[config.mk]
export PLATFORM = sky130hd
export DESIGN_NAME = alu_cmd_sequencer
export DESIGN_NICKNAME = d
export VERILOG_FILES = /design/src/rtl/alu_cmd_sequencer.sv
export SDC_FILE = /design/constraint.sdc
export NUM_CORES = 1
export LEC_CHECK = 0
export BUFFER_PORTS_ARGS = -buffer_cell sky130_fd_sc_hd__buf_2
export CAP_MARGIN = 20
export CORE_ASPECT_RATIO = 1.5
export CORE_UTILIZATION = 60
export DETAILED_ROUTE_END_ITERATION = 6
export PLACE_DENSITY = 0.83
export REMOVE_ABC_BUFFERS = 1
export SYNTH_ARGS = -nofsm -noshare
export SYNTH_HDL_FRONTEND = slang
export SYNTH_SLANG_ARGS = --single-unit
[constraint.sdc]
create_clock -name clk -period 5.8 [get_ports clk]
set_clock_uncertainty 0.05 [all_clocks]
set_input_delay 1.74 -clock clk [delete_from_list [all_inputs] [get_ports clk]]
set_output_delay 1.74 -clock clk [all_outputs]
set_load 0.005 [all_outputs]
[src/rtl/alu_cmd_sequencer.sv]
// alu_cmd_sequencer: buffers ALU commands in a small FIFO and drives them
// one at a time into an external combinational ALU. It returns each result
// in command order over a valid/ready response channel. Illegal opcodes and
// div/rem by zero are screened, so an undefined ALU output never reaches
// rsp_data.
module alu_cmd_sequencer #(
  parameter int DATA_W = 8,
  parameter int OP_W   = 3,
  parameter int DEPTH  = 4   // power of two, >= 2
) (
  input  logic                     clk,
  input  logic                     rst,
  // command channel
  input  logic                     cmd_valid,
  output logic                     cmd_ready,
  input  logic [OP_W-1:0]          cmd_op,
  input  logic [DATA_W-1:0]        cmd_a,
  input  logic [DATA_W-1:0]        cmd_b,
  // ALU interface
  output logic [DATA_W-1:0]        alu_a,
  output logic [DATA_W-1:0]        alu_b,
  output logic [OP_W-1:0]          alu_operation,
  input  logic [DATA_W-1:0]        alu_result,
  // response channel
  output logic                     rsp_valid,
  input  logic                     rsp_ready,
  output logic [DATA_W-1:0]        rsp_data,
  output logic                     rsp_err,
  output logic [OP_W-1:0]          rsp_op,
  // status
  output logic [$clog2(DEPTH):0]   fifo_count
);

  localparam int PTR_W = $clog2(DEPTH);
  localparam int CNT_W = $clog2(DEPTH) + 1;

  localparam logic [OP_W-1:0] OP_DIV = OP_W'(3);
  localparam logic [OP_W-1:0] OP_REM = OP_W'(4);

  typedef struct packed {
    logic [OP_W-1:0]   op;
    logic [DATA_W-1:0] a;
    logic [DATA_W-1:0] b;
  } cmd_t;

  typedef enum logic [1:0] {
    IDLE        = 2'd0,
    ISSUE       = 2'd1,
    CAPTURE_RSP = 2'd2
  } state_t;

  cmd_t             mem [DEPTH];
  logic [PTR_W-1:0] wr_ptr;
  logic [PTR_W-1:0] rd_ptr;
  logic [CNT_W-1:0] count;
  state_t           state;
  logic             err_pend;

  cmd_t             head;
  logic             head_err;
  logic             push;
  logic             pop;

  // Full check looks only at the registered count, so a pop in the same
  // cycle never opens a slot early.
  assign cmd_ready  = !rst && (count < CNT_W'(DEPTH));
  assign push       = cmd_valid && cmd_ready;
  assign pop        = (state == IDLE) && (count != '0);
  assign head       = mem[rd_ptr];
  assign fifo_count = count;

  // Commands the ALU cannot compute defined results for: reserved opcodes
  // above rem, and div/rem with a zero divisor.
  assign head_err = (head.op > OP_REM) ||
                    (((head.op == OP_DIV) || (head.op == OP_REM)) && (head.b == '0));

  // FIFO storage: write the incoming command at the tail.
  // NOTE: the storage array has no reset; the valid-entry count is the only
  // thing that must be cleared, and resetting the array would cost a mux per bit.
  always_ff @(posedge clk) begin
    if (push) begin
      mem[wr_ptr] <= '{op: cmd_op, a: cmd_a, b: cmd_b};
    end
  end

  // FIFO pointers and occupancy; the pointers wrap naturally at DEPTH.
  // NOTE: sequential state uses non-blocking assignments, so every register
  // here sees pre-edge values and the update order does not matter.
  always_ff @(posedge clk) begin
    if (rst) begin
      wr_ptr <= '0;
      rd_ptr <= '0;
      count  <= '0;
    end else begin
      if (push) wr_ptr <= wr_ptr + PTR_W'(1);
      if (pop)  rd_ptr <= rd_ptr + PTR_W'(1);
      case ({push, pop})
        2'b10:   count <= count + CNT_W'(1);
        2'b01:   count <= count - CNT_W'(1);
        default: count <= count;
      endcase
    end
  end

  // Issue FSM: pop one command and present it to the ALU for a full cycle.
  // Then capture the result and hold it until downstream takes it.
  always_ff @(posedge clk) begin
    if (rst) begin
      state         <= IDLE;
      err_pend      <= 1'b0;
      alu_a         <= '0;
      alu_b         <= '0;
      alu_operation <= '0;
      rsp_valid     <= 1'b0;
      rsp_data      <= '0;
      rsp_err       <= 1'b0;
      rsp_op        <= '0;
    end else begin
      case (state)
        IDLE: begin
          if (count != '0) begin
            alu_a         <= head.a;
            alu_b         <= head.b;
            alu_operation <= head.op;
            err_pend      <= head_err;
            state         <= ISSUE;
          end
        end
        ISSUE: begin
          rsp_data  <= err_pend ? '0 : alu_result;
          rsp_err   <= err_pend;
          rsp_op    <= alu_operation;
          rsp_valid <= 1'b1;
          state     <= CAPTURE_RSP;
        end
        CAPTURE_RSP: begin
          if (rsp_ready) begin
            rsp_valid <= 1'b0;
            state     <= IDLE;
          end
        end
        default: state <= IDLE;
      endcase
    end
  end

endmodule

==> results.txt, run 1 <==
* Most repeated cell in the gate-level netlist after synthesis: sky130_fd_sc_hd__edfxtp_1
- The Yosys step of the flow raised 0 warnings.
* Final hold violation count: 0
- Max Clock Freq: 243.7 MHz
- In this run the cell area of the synthesized design comes to 4516 sq um.
- In this run the worst path has a maximum fanout of 6.
* Synth Register Bits: 120
- Clock-pin slew was measured on the worst setup and hold paths at 0.05 ns.
- During placement, the flow inserted port buffers numbering 66.
- Internal power consumption: 1.907 mW
* Cell area power density: 491.0 nW/um^2
- Setup repair after global routing missed its margin: no
* Mean instance size in the synthesized netlist: 15.05 sq um
* Nets: 408
- Antenna violations before repair: 0
- The clock passes through at most 2 buffers.
- Total grt overflow: 0
- The number of pins with negative max-slew slack in the final report is 0.
- Detailed placement HPWL: 4978 microns
* Htree depth: 4
- The first global-routing pass estimated 12,790 microns of wire.
- Normalized max-slew margin: 0.3186
- Clock latency of the later-clocked register in the worst-skew pair: 0.51 ns
- The run finished with clean final reports.
- Area added between synthesis and finish: 20.28%
- Critical path arrival: 2.31 ns
- P_sw: 759.5 uW
* Critical Path Max Stage Delay: 0.29 ns
- CP Buf/Inv Count: 2
* Fin crit share: 0.7076
- Number of buffers inserted for hold repair after clock tree synthesis: 0
* Required time of the worst setup path: 4.01 ns
- For this design, the slowest cell found on the critical path is sky130_fd_sc_hd__nor2_1.
- Category of the worst setup path capture point: primary output
* Cells after Synth: 300
- Of the total power, registers draw 0.421.
* Share of final-layout standard cells stronger than drive strength 1: 0.2630
* Number of search-and-repair iterations in the first detailed-routing pass: 4
- Total inserted antenna cells: 0
- The count of nets left with antenna violations once routing finished came out at 0.
- After routing, the total negative slack on setup checks comes to 0 ns.
- Number of placed instances with taps included: 452
* Total vias in the final route: 2,644
- 67 I/O pins were placed.
* Clock Root Buffer: sky130_fd_sc_hd__clkbuf_8
* Number of standard cells in the final layout excluding fillers: 484
- Max-cap violations in this run came to 0.
- Largest net degree at the start of global routing: 44
- For this configuration, the core starts out at a cell density of 0.6207.
* Min cycle time layout: 4.104 ns
- Buffers added to address setup during post-CTS repair amount to 0.
* Horizontal extent of the die: 72.83 microns
- Post-route cell area: 5431 sq um
- The congestion estimate from routability-driven global placement came to 0.7621.
- Critical path type: in -> out
- Across every metal layer, demand over resource in global routing totals 0.2347.
* Combinational Power Share: 0.234
* Cell types with the highest counts after synthesis: sky130_fd_sc_hd__edfxtp_1, sky130_fd_sc_hd__dfxtp_1, sky130_fd_sc_hd__nand2_1
* Critical path startpoint category: primary input
* Cell type with the largest total area after synthesis: sky130_fd_sc_hd__edfxtp_1
- For this run, design rule violations remaining after detail routing come to 0.
- TritonCTS created 17 clock buffers.
- Leak Pwr: 2.072 nW
* Quantity of gates resized following cts: 0
- TritonCTS built the clock tree.
- In the final routed layout, each cell accounts on average for 17.12 microns.
- Wire segments on met2 add up to 4751 microns in the final route.
* Distinct cell type count of the synthesized netlist: 34
* Total power of the final layout: 2.667 mW
- Counting every sink on the clock net gives 120.
- Total length of routed wires: 8286 microns
- The number of global-route vias before repair came to 2,636.
- Relative contribution of the clock network to total power: 0.345
- Uppermost routed layer: met4
* Proportion of total power due to net switching: 0.2848
- Vias per Instance: 5.463
* Actual transition at the worst max-transition pin: 1.022 ns
- The die is 108.3 microns tall.
- Number of synthesized flops with an enable pin: 76
* DR WL met3: 415 microns
* Library cell appearing most often on the critical path: sky130_fd_sc_hd__buf_2
- Iter 0 DRT Violations: 181
* Primary FF master, synth: sky130_fd_sc_hd__edfxtp_1
* Proportion of synthesized chip area in sequential cells: 0.7005
- The share of synthesized area in the top cell type comes to 0.5054.
* Hold slack final: 0.4043 ns
* Critical path, cell by cell: buf_2 > nor2_1 > buf_2
- Of all flip-flops after synthesis, the portion carrying an async set or reset was 0.
* Area enclosed by the die boundary: 7884 sq um
* Worst hold path class: reg -> reg
* Setup-violating endpoint count in the final report: 0
- In this run the core area contains 38 standard-cell rows.
- The worst-case IR drop observed on VDD is 0.0004049 V.
- Detailed-route wire length on metal 1: 2950 microns
- Post-DP Area: 4897 sq um
* Top delay family on crit path: simple AND/OR/NAND/NOR gates
* Placeable core area: 7274 sq um
* Leading cell types by total area after synthesis: sky130_fd_sc_hd__edfxtp_1, sky130_fd_sc_hd__dfxtp_1, sky130_fd_sc_hd__mux4_1, sky130_fd_sc_hd__mux4_2, sky130_fd_sc_hd__a21oi_1
==> through the flow <==
stage          utilization  setup slack, ns
2_1_floorplan            -            2.075
3_3_place_gp        0.6732            1.789
3_5_place_dp        0.6732            1.697
4_1_cts             0.7466            1.699
5_1_grt             0.7466            1.645
6_report            0.7466            1.696
==> path summary, 6_finish.rpt <==
| kind | slack, ns | to | depth (start not counted) | startpoint |
|---|---|---|---|---|
| setup / recovery | 1.70 | cmd_ready | 3 | rst |
| hold / removal | 0.40 | alu_b[5] | 2 | alu_b[5] |
| setup reg to reg | 2.54 | fifo_count[2] | 9 | fifo_count[2] |
| hold reg to reg | 0.40 | alu_b[5] | 2 | alu_b[5] |
==> layout by cell type (no fill, tap or decap) <==
master	count
sky130_fd_sc_hd__buf_2	66
sky130_fd_sc_hd__edfxtp_1	76
sky130_fd_sc_hd__xnor2_1	3
sky130_fd_sc_hd__fa_1	1
sky130_fd_sc_hd__and2_1	1
sky130_fd_sc_hd__a211oi_1	1
sky130_fd_sc_hd__nor4b_1	1
sky130_fd_sc_hd__mux4_1	12
sky130_fd_sc_hd__nor4_1	1
sky130_fd_sc_hd__clkbuf_16	17
sky130_fd_sc_hd__o21ai_0	3
sky130_fd_sc_hd__a31oi_1	1
sky130_fd_sc_hd__inv_1	8
sky130_fd_sc_hd__a21o_1	1
sky130_fd_sc_hd__nand2_1	40
sky130_fd_sc_hd__nor3_1	1
sky130_fd_sc_hd__clkbuf_1	8
sky130_fd_sc_hd__mux4_2	7
sky130_fd_sc_hd__mux2i_1	4
sky130_fd_sc_hd__nor4_2	2
sky130_fd_sc_hd__or3_1	2
sky130_fd_sc_hd__buf_4	2
sky130_fd_sc_hd__nand2b_1	1
sky130_fd_sc_hd__o21bai_1	1
sky130_fd_sc_hd__nand3_1	1
sky130_fd_sc_hd__nor3b_1	8
sky130_fd_sc_hd__o31ai_1	1
sky130_fd_sc_hd__and3_1	4
sky130_fd_sc_hd__nor2_1	22
sky130_fd_sc_hd__dfxtp_1	44
sky130_fd_sc_hd__a21oi_1	30
sky130_fd_sc_hd__xor2_1	2
sky130_fd_sc_hd__clkinv_2	2
sky130_fd_sc_hd__ha_1	5
sky130_fd_sc_hd__clkbuf_8	5
==> metal layers <==
layer | global-route usage | up-vias
met5 | 0 | -
met4 | 0.1401 | 0
met3 | 0.07735 | 16
met2 | 0.4159 | 85
met1 | 0.2340 | 1288
li1 | - | 1255
==> power groups by stage <==
stage / sequential [mW] / clock, mW / combinational (mW)
finish: 1.12 / 0.920 / 0.623
global route: 1.14 / 0.971 / 0.696
CTS: 1.12 / 0.935 / 0.634
detailed placement: 1.14 / 0 / 0.623
global placement: 1.13 / 0 / 0.600
floorplan: 1.15 / 0 / 0.386
==> cells by family (layout without fill, tap and decap cells) <==
group                    Yosys count  count (layout)  synth area share
multiplexers                      23              23            0.1136
AO/OA/AOI/OAI                     38              38           0.04461
flip-flops                       120             120            0.7005
adder cells (fa/ha/maj)            6               6           0.01829
buffers and inverters             24             108           0.02632
XOR/XNOR                           5               5          0.009700
AND/OR/NAND/NOR                   84              84           0.08700
==> worst min-delay path, cell delays in order, from the launching register on <==
cell,delay (ns)
sky130_fd_sc_hd__dfxtp_1,0.30
sky130_fd_sc_hd__nand2_1,0.05
sky130_fd_sc_hd__a21oi_1,0.05
==> layout make-up <==
type / instances / area (sq um)
flip-flops and latches: 120 / 3163
multi-input cells: 156 / 1234
repair buffers: 68 / 345.3
fillers: 450 / 1843
well taps: 100 / 125.1
inverters: 8 / 30.03
clock buffers: 30 / 524.3
clock inverters: 2 / 10.01
==> state kept, by name, summed over array words and instances, names as in the netlist, named ones only <==
| register | cells |
|---|---|
| rsp_err | 1 |
| state | 2 |
| rsp_valid | 1 |
| err_pend | 1 |
| alu_a | 8 |
| fifo_count | 3 |
| rd_ptr | 2 |
| alu_b | 8 |
| wr_ptr | 2 |
| rsp_op | 3 |
| alu_operation | 3 |
| rsp_data | 8 |
| mem | 76 |
Power figures use the tool's default switching activity.
==> inputs of run 2 (changes only) <==
--- a/config.mk
+++ b/config.mk
@@ -5,12 +5,13 @@
 export SDC_FILE = /design/constraint.sdc
 export NUM_CORES = 1
 export LEC_CHECK = 0
+export ABC_AREA = 1
 export BUFFER_PORTS_ARGS = -buffer_cell sky130_fd_sc_hd__buf_2
 export CAP_MARGIN = 20
 export CORE_ASPECT_RATIO = 1.5
-export CORE_UTILIZATION = 60
+export CORE_UTILIZATION = 51
 export DETAILED_ROUTE_END_ITERATION = 6
-export PLACE_DENSITY = 0.83
+export PLACE_DENSITY = 0.75
 export REMOVE_ABC_BUFFERS = 1
 export SYNTH_ARGS = -nofsm -noshare
 export SYNTH_HDL_FRONTEND = slang
==> constraint.sdc (replaced) <==
create_clock -name clk -period 3.5 [get_ports clk]
set_clock_uncertainty 0.05 [all_clocks]
set_input_delay 1.05 -clock clk [delete_from_list [all_inputs] [get_ports clk]]
set_output_delay 1.05 -clock clk [all_outputs]
set_load 0.005 [all_outputs]
==> run 2 against run 1 <==
First-iteration DRC count fell by 9.9%; combinational power rose by 110%; die area is 18% higher; cell count rose by 25%; hold slack better by 0.025 ns.
==> results.txt, run 2 <==
- Max Cap Viol: 0 (unchanged)
- Nets: 522 (+28%)
- STA classifies the critical path endpoint as a primary output.
* DRT antenna net count: 0 (unchanged)
- Number of buffers inserted for hold repair after clock tree synthesis: 0 (unchanged)
- The critical path is of the in -> out type.
- The arrival time at the worst endpoint was 1.53 ns (-0.78 ns).
- Number of setup buffers added after CTS: 0 (unchanged)
* Worst Min Path Start: rd_ptr[0]
* Largest net degree at the start of global routing: 47 (+6.8%)
* Actual transition at the worst max-transition pin: 0.8034 ns (-0.2186 ns)
- The total I/O pin count is 67 (unchanged).
* Detailed placement HPWL: 5633 microns (+13%)
- Sequential Power Share: 0.385 (-0.036)
- Most repeated cell in the gate-level netlist after synthesis: sky130_fd_sc_hd__edfxtp_1
* Max rail drop VDD: 0.0005092 V (+26%)
* Setup WS post-layout: 0.8681 ns (-0.8279 ns)
- Synth Register Bits: 120 (unchanged)
- Summed over all instances, the cell type with the most area after synthesis is sky130_fd_sc_hd__edfxtp_1.
- Met1 usage in global routing: 0.2382 (+0.004153)
* Top delay family on crit path: buffers and inverters
- The number of flip-flops under the largest register name was 76 (unchanged).
- The first-pass GRT wire length was 14,970 microns (+17%).
- Min cycle time layout: 2.632 ns
- Relative contribution of the clock network to total power: 0.346 (about the same)
- The floorplan row count came to 41 (+7.9%).
- The effective utilization at floorplan is 0.5335 (-0.08724).
* Total grt overflow: 0 (unchanged)
- Post-detailed-route wirelength per cell: 15.75 microns (-8.0%)
- Normalized max-slew margin: 0.4638 (+0.1452)
- Share of final-layout standard cells stronger than drive strength 1: 0.1988 (-0.06423)
- Area enclosed by the die boundary: 9297 sq um (+18%)
- Leak Pwr: 2.244 nW (+8.3%)
- Internal power consumption: 3.294 mW (+73%)
* Residual DRC count: 0 (unchanged)
- The number of design-rule violations left by the first detailed-router iteration came to 163 (-9.9%).
* Distinct cell type count of the synthesized netlist: 21 (-38%)
- Launch point of the critical path: rst
- The final setup TNS was 0 ns (unchanged).
* Clk sinks: 120 (unchanged)
* Area share of the largest cell type after synthesis: 0.5023 (-0.003062)
- Share of flip-flops with an asynchronous set or reset: 0 (unchanged)
- Cell area power density: 874.7 nW/um^2 (+78%)
* Worst hold path class: reg -> reg
- The most numerous cell type found on the critical path is sky130_fd_sc_hd__buf_2.
- Total vias in the final route: 3,181 (+20%)
* Clock Root Buffer: sky130_fd_sc_hd__clkbuf_16
* Critical Path Max Stage Delay: 0.25 ns (-0.04 ns)
- Placeable core area: 8516 sq um (+17%)
- The flow ran to the end, and the final reports show no timing, DRC or antenna violations.
* GR Util met3: 0.07907 (+0.001717)
- Routability-driven placement congestion ratio: 0.7684 (+0.83%)
- Counting flops per register, the top entry is mem.
- The count of input and output buffers was 66 (unchanged).
- Setup repair after global routing left no endpoint under its margin.
- Mean instance size in the synthesized netlist: 10.95 sq um (-27%)
- Fin crit share: 0.7520
* GRT Max-Usage Layer: met2
- The die outline height came to 117.6 microns (+8.6%).
- Leaving out fill and tap cells, the most frequent cells in the layout are sky130_fd_sc_hd__edfxtp_1, sky130_fd_sc_hd__nand2_1, sky130_fd_sc_hd__buf_2.
* Max Clock Freq: 380.0 MHz
* Vias in the first global route: 3,095 (+17%)
* Proportion of total power due to net switching: 0.3189 (+0.03407)
- GRT Overall Usage: 0.2216 (-0.01318)
* Setup-violating endpoint count in the final report: 0 (unchanged)
* CTS clock-pin slew for the worst setup and hold paths: 0.05 ns (about the same)
* Total length of routed wires: 9526 microns (+15%)
- The final-report hold violation count was 0 (unchanged).
- The clock latency of the later-clocked register in the worst-skew pair is 0.41 ns (-0.10 ns).
- The maximum net fanout on the critical path was 16 (+10).
* Primary FF master, synth: sky130_fd_sc_hd__edfxtp_1
- Critical path startpoint category: primary input
* Critical path, cell by cell: buf_2 > nor2_1 > buf_2
* Number of filler cells placed in the layout: 656 (+46%)
* Most frequent standard cell in the layout excluding fill and tap cells: sky130_fd_sc_hd__edfxtp_1
* Combinational Power Share: 0.269 (+0.035)
- Cell types with the highest counts after synthesis: sky130_fd_sc_hd__edfxtp_1, sky130_fd_sc_hd__nand2_1, sky130_fd_sc_hd__nor2_1
- Total power of the final layout: 4.836 mW (+81%)
* Quantity of gates resized following cts: 0 (unchanged)
- The number of vias per cell after detailed routing is 5.258 (-3.8%).
- The register-to-register setup slack is 1.53 ns (-1.01 ns).
* Htree depth: 4 (unchanged)
- TritonCTS built the clock tree.
- The first-pass detailed-route iteration total is 4 (unchanged).
* Reg-to-Reg Start: fifo_count[2]
- The initial antenna violation count came to 0 (unchanged).
- Horizontal extent of the die: 79.06 microns (+8.6%)
* Netlist area before placement: 4543 sq um (+0.61%)
- The number of pins with negative max-slew slack in the final report was 0 (unchanged).
- Yosys attributes the largest share of cell area to sky130_fd_sc_hd__edfxtp_1, sky130_fd_sc_hd__dfxtp_1, sky130_fd_sc_hd__nand2_1, sky130_fd_sc_hd__o21ai_0, sky130_fd_sc_hd__nor2_1.
- The power dissipated by switching net loads came to 1.542 mW (+100%).
- Proportion of synthesized chip area in sequential cells: 0.6962 (-0.004244)
- The maximum root-to-sink buffer count was 2 (unchanged).
- Compared with the post-synthesis result, the final layout area differs by 21.70%.
* Standard cell with the maximum stage delay on the critical path: sky130_fd_sc_hd__buf_2
* Total number of yosys warnings: 0 (unchanged)
* Post-Place Setup Slack: 0.5922 ns (-1.104 ns)
- The instance count of the mapped netlist was 415 (+38%).
- Total inserted antenna cells: 0 (unchanged)
* Met2 track demand over resource in global routing: 0.3766 (-0.03927)
- Total CTS buffers: 17 (unchanged)
- The number of enable flip-flop cells after synthesis was 76 (unchanged).
- CP Buf/Inv Count: 2 (unchanged)
* Required time of the worst setup path: 2.40 ns (-1.61 ns)
[run 2: path summary, 6_finish.rpt]
kind                   end  cells after the start
max reg2reg  fifo_count[2]                      9
min              rd_ptr[0]                      1
min reg2reg      rd_ptr[0]                      1
max              cmd_ready                      3
[run 2: cell type report]
type                    instances  area, sq um  area share
clock buffers                  20        436.7     0.07898
repair buffers                 73        382.9     0.06925
inverters                      23        86.33     0.01561
well taps                     107        133.9     0.02421
flip-flops and latches        120         3163      0.5721
clock inverters                12        133.9     0.02421
multi-input cells             250         1192      0.2157
[run 2: layer usage]
layer / routed length (microns) / vias to the layer above
met5: 0 / -
met4: 186 / 0
met3: 548 / 16
met2: 5171 / 98
met1: 3619 / 1500
li1: - / 1567
[run 2: worst reg2reg max path, cell delays in order, from the launching register on]
cell,delay (ns)
sky130_fd_sc_hd__dfxtp_1,0.38
sky130_fd_sc_hd__nor2_1,0.08
sky130_fd_sc_hd__nand2_1,0.22
sky130_fd_sc_hd__ha_1,0.19
sky130_fd_sc_hd__inv_1,0.07
sky130_fd_sc_hd__fa_1,0.39
sky130_fd_sc_hd__a21oi_1,0.16
sky130_fd_sc_hd__o21ai_0,0.12
sky130_fd_sc_hd__xor2_1,0.14
sky130_fd_sc_hd__nor2_1,0.05
[run 2: per-stage QoR]
stage / utilization / instances / hold WS [ns] / cell area (sq um)
detailed placement: 0.5823 / 573 / 0.4166 / 4959
finish: 0.6493 / 605 / 0.4291 / 5529
CTS: 0.6493 / 605 / 0.4307 / 5529
floorplan: - / 393 / 0.3885 / 4427
global placement: 0.5823 / 573 / 0.3986 / 4959
global route: 0.6493 / 605 / 0.4794 / 5529
[run 2: cell families (layout without fill, tap and decap cells)]
family / count (synthesis) / count (layout) / share of synthesized area
flip-flops: 120 / 120 / 0.6962
AND/OR/NAND/NOR: 158 / 158 / 0.1377
XOR/XNOR: 1 / 1 / 0.001928
adder cells (fa/ha/maj): 6 / 6 / 0.01818
buffers and inverters: 45 / 128 / 0.04461
AO/OA/AOI/OAI: 85 / 85 / 0.1014
[run 2: power by group through the flow]
stage | Sequential (mW) | Combinational [mW] | Clock [mW]
2_1_floorplan | 1.94 | 0.727 | 0
3_3_place_gp | 1.87 | 1.24 | 0
3_5_place_dp | 1.88 | 1.29 | 0
4_1_cts | 1.86 | 1.31 | 1.69
5_1_grt | 1.89 | 1.47 | 1.76
6_report | 1.86 | 1.30 | 1.67
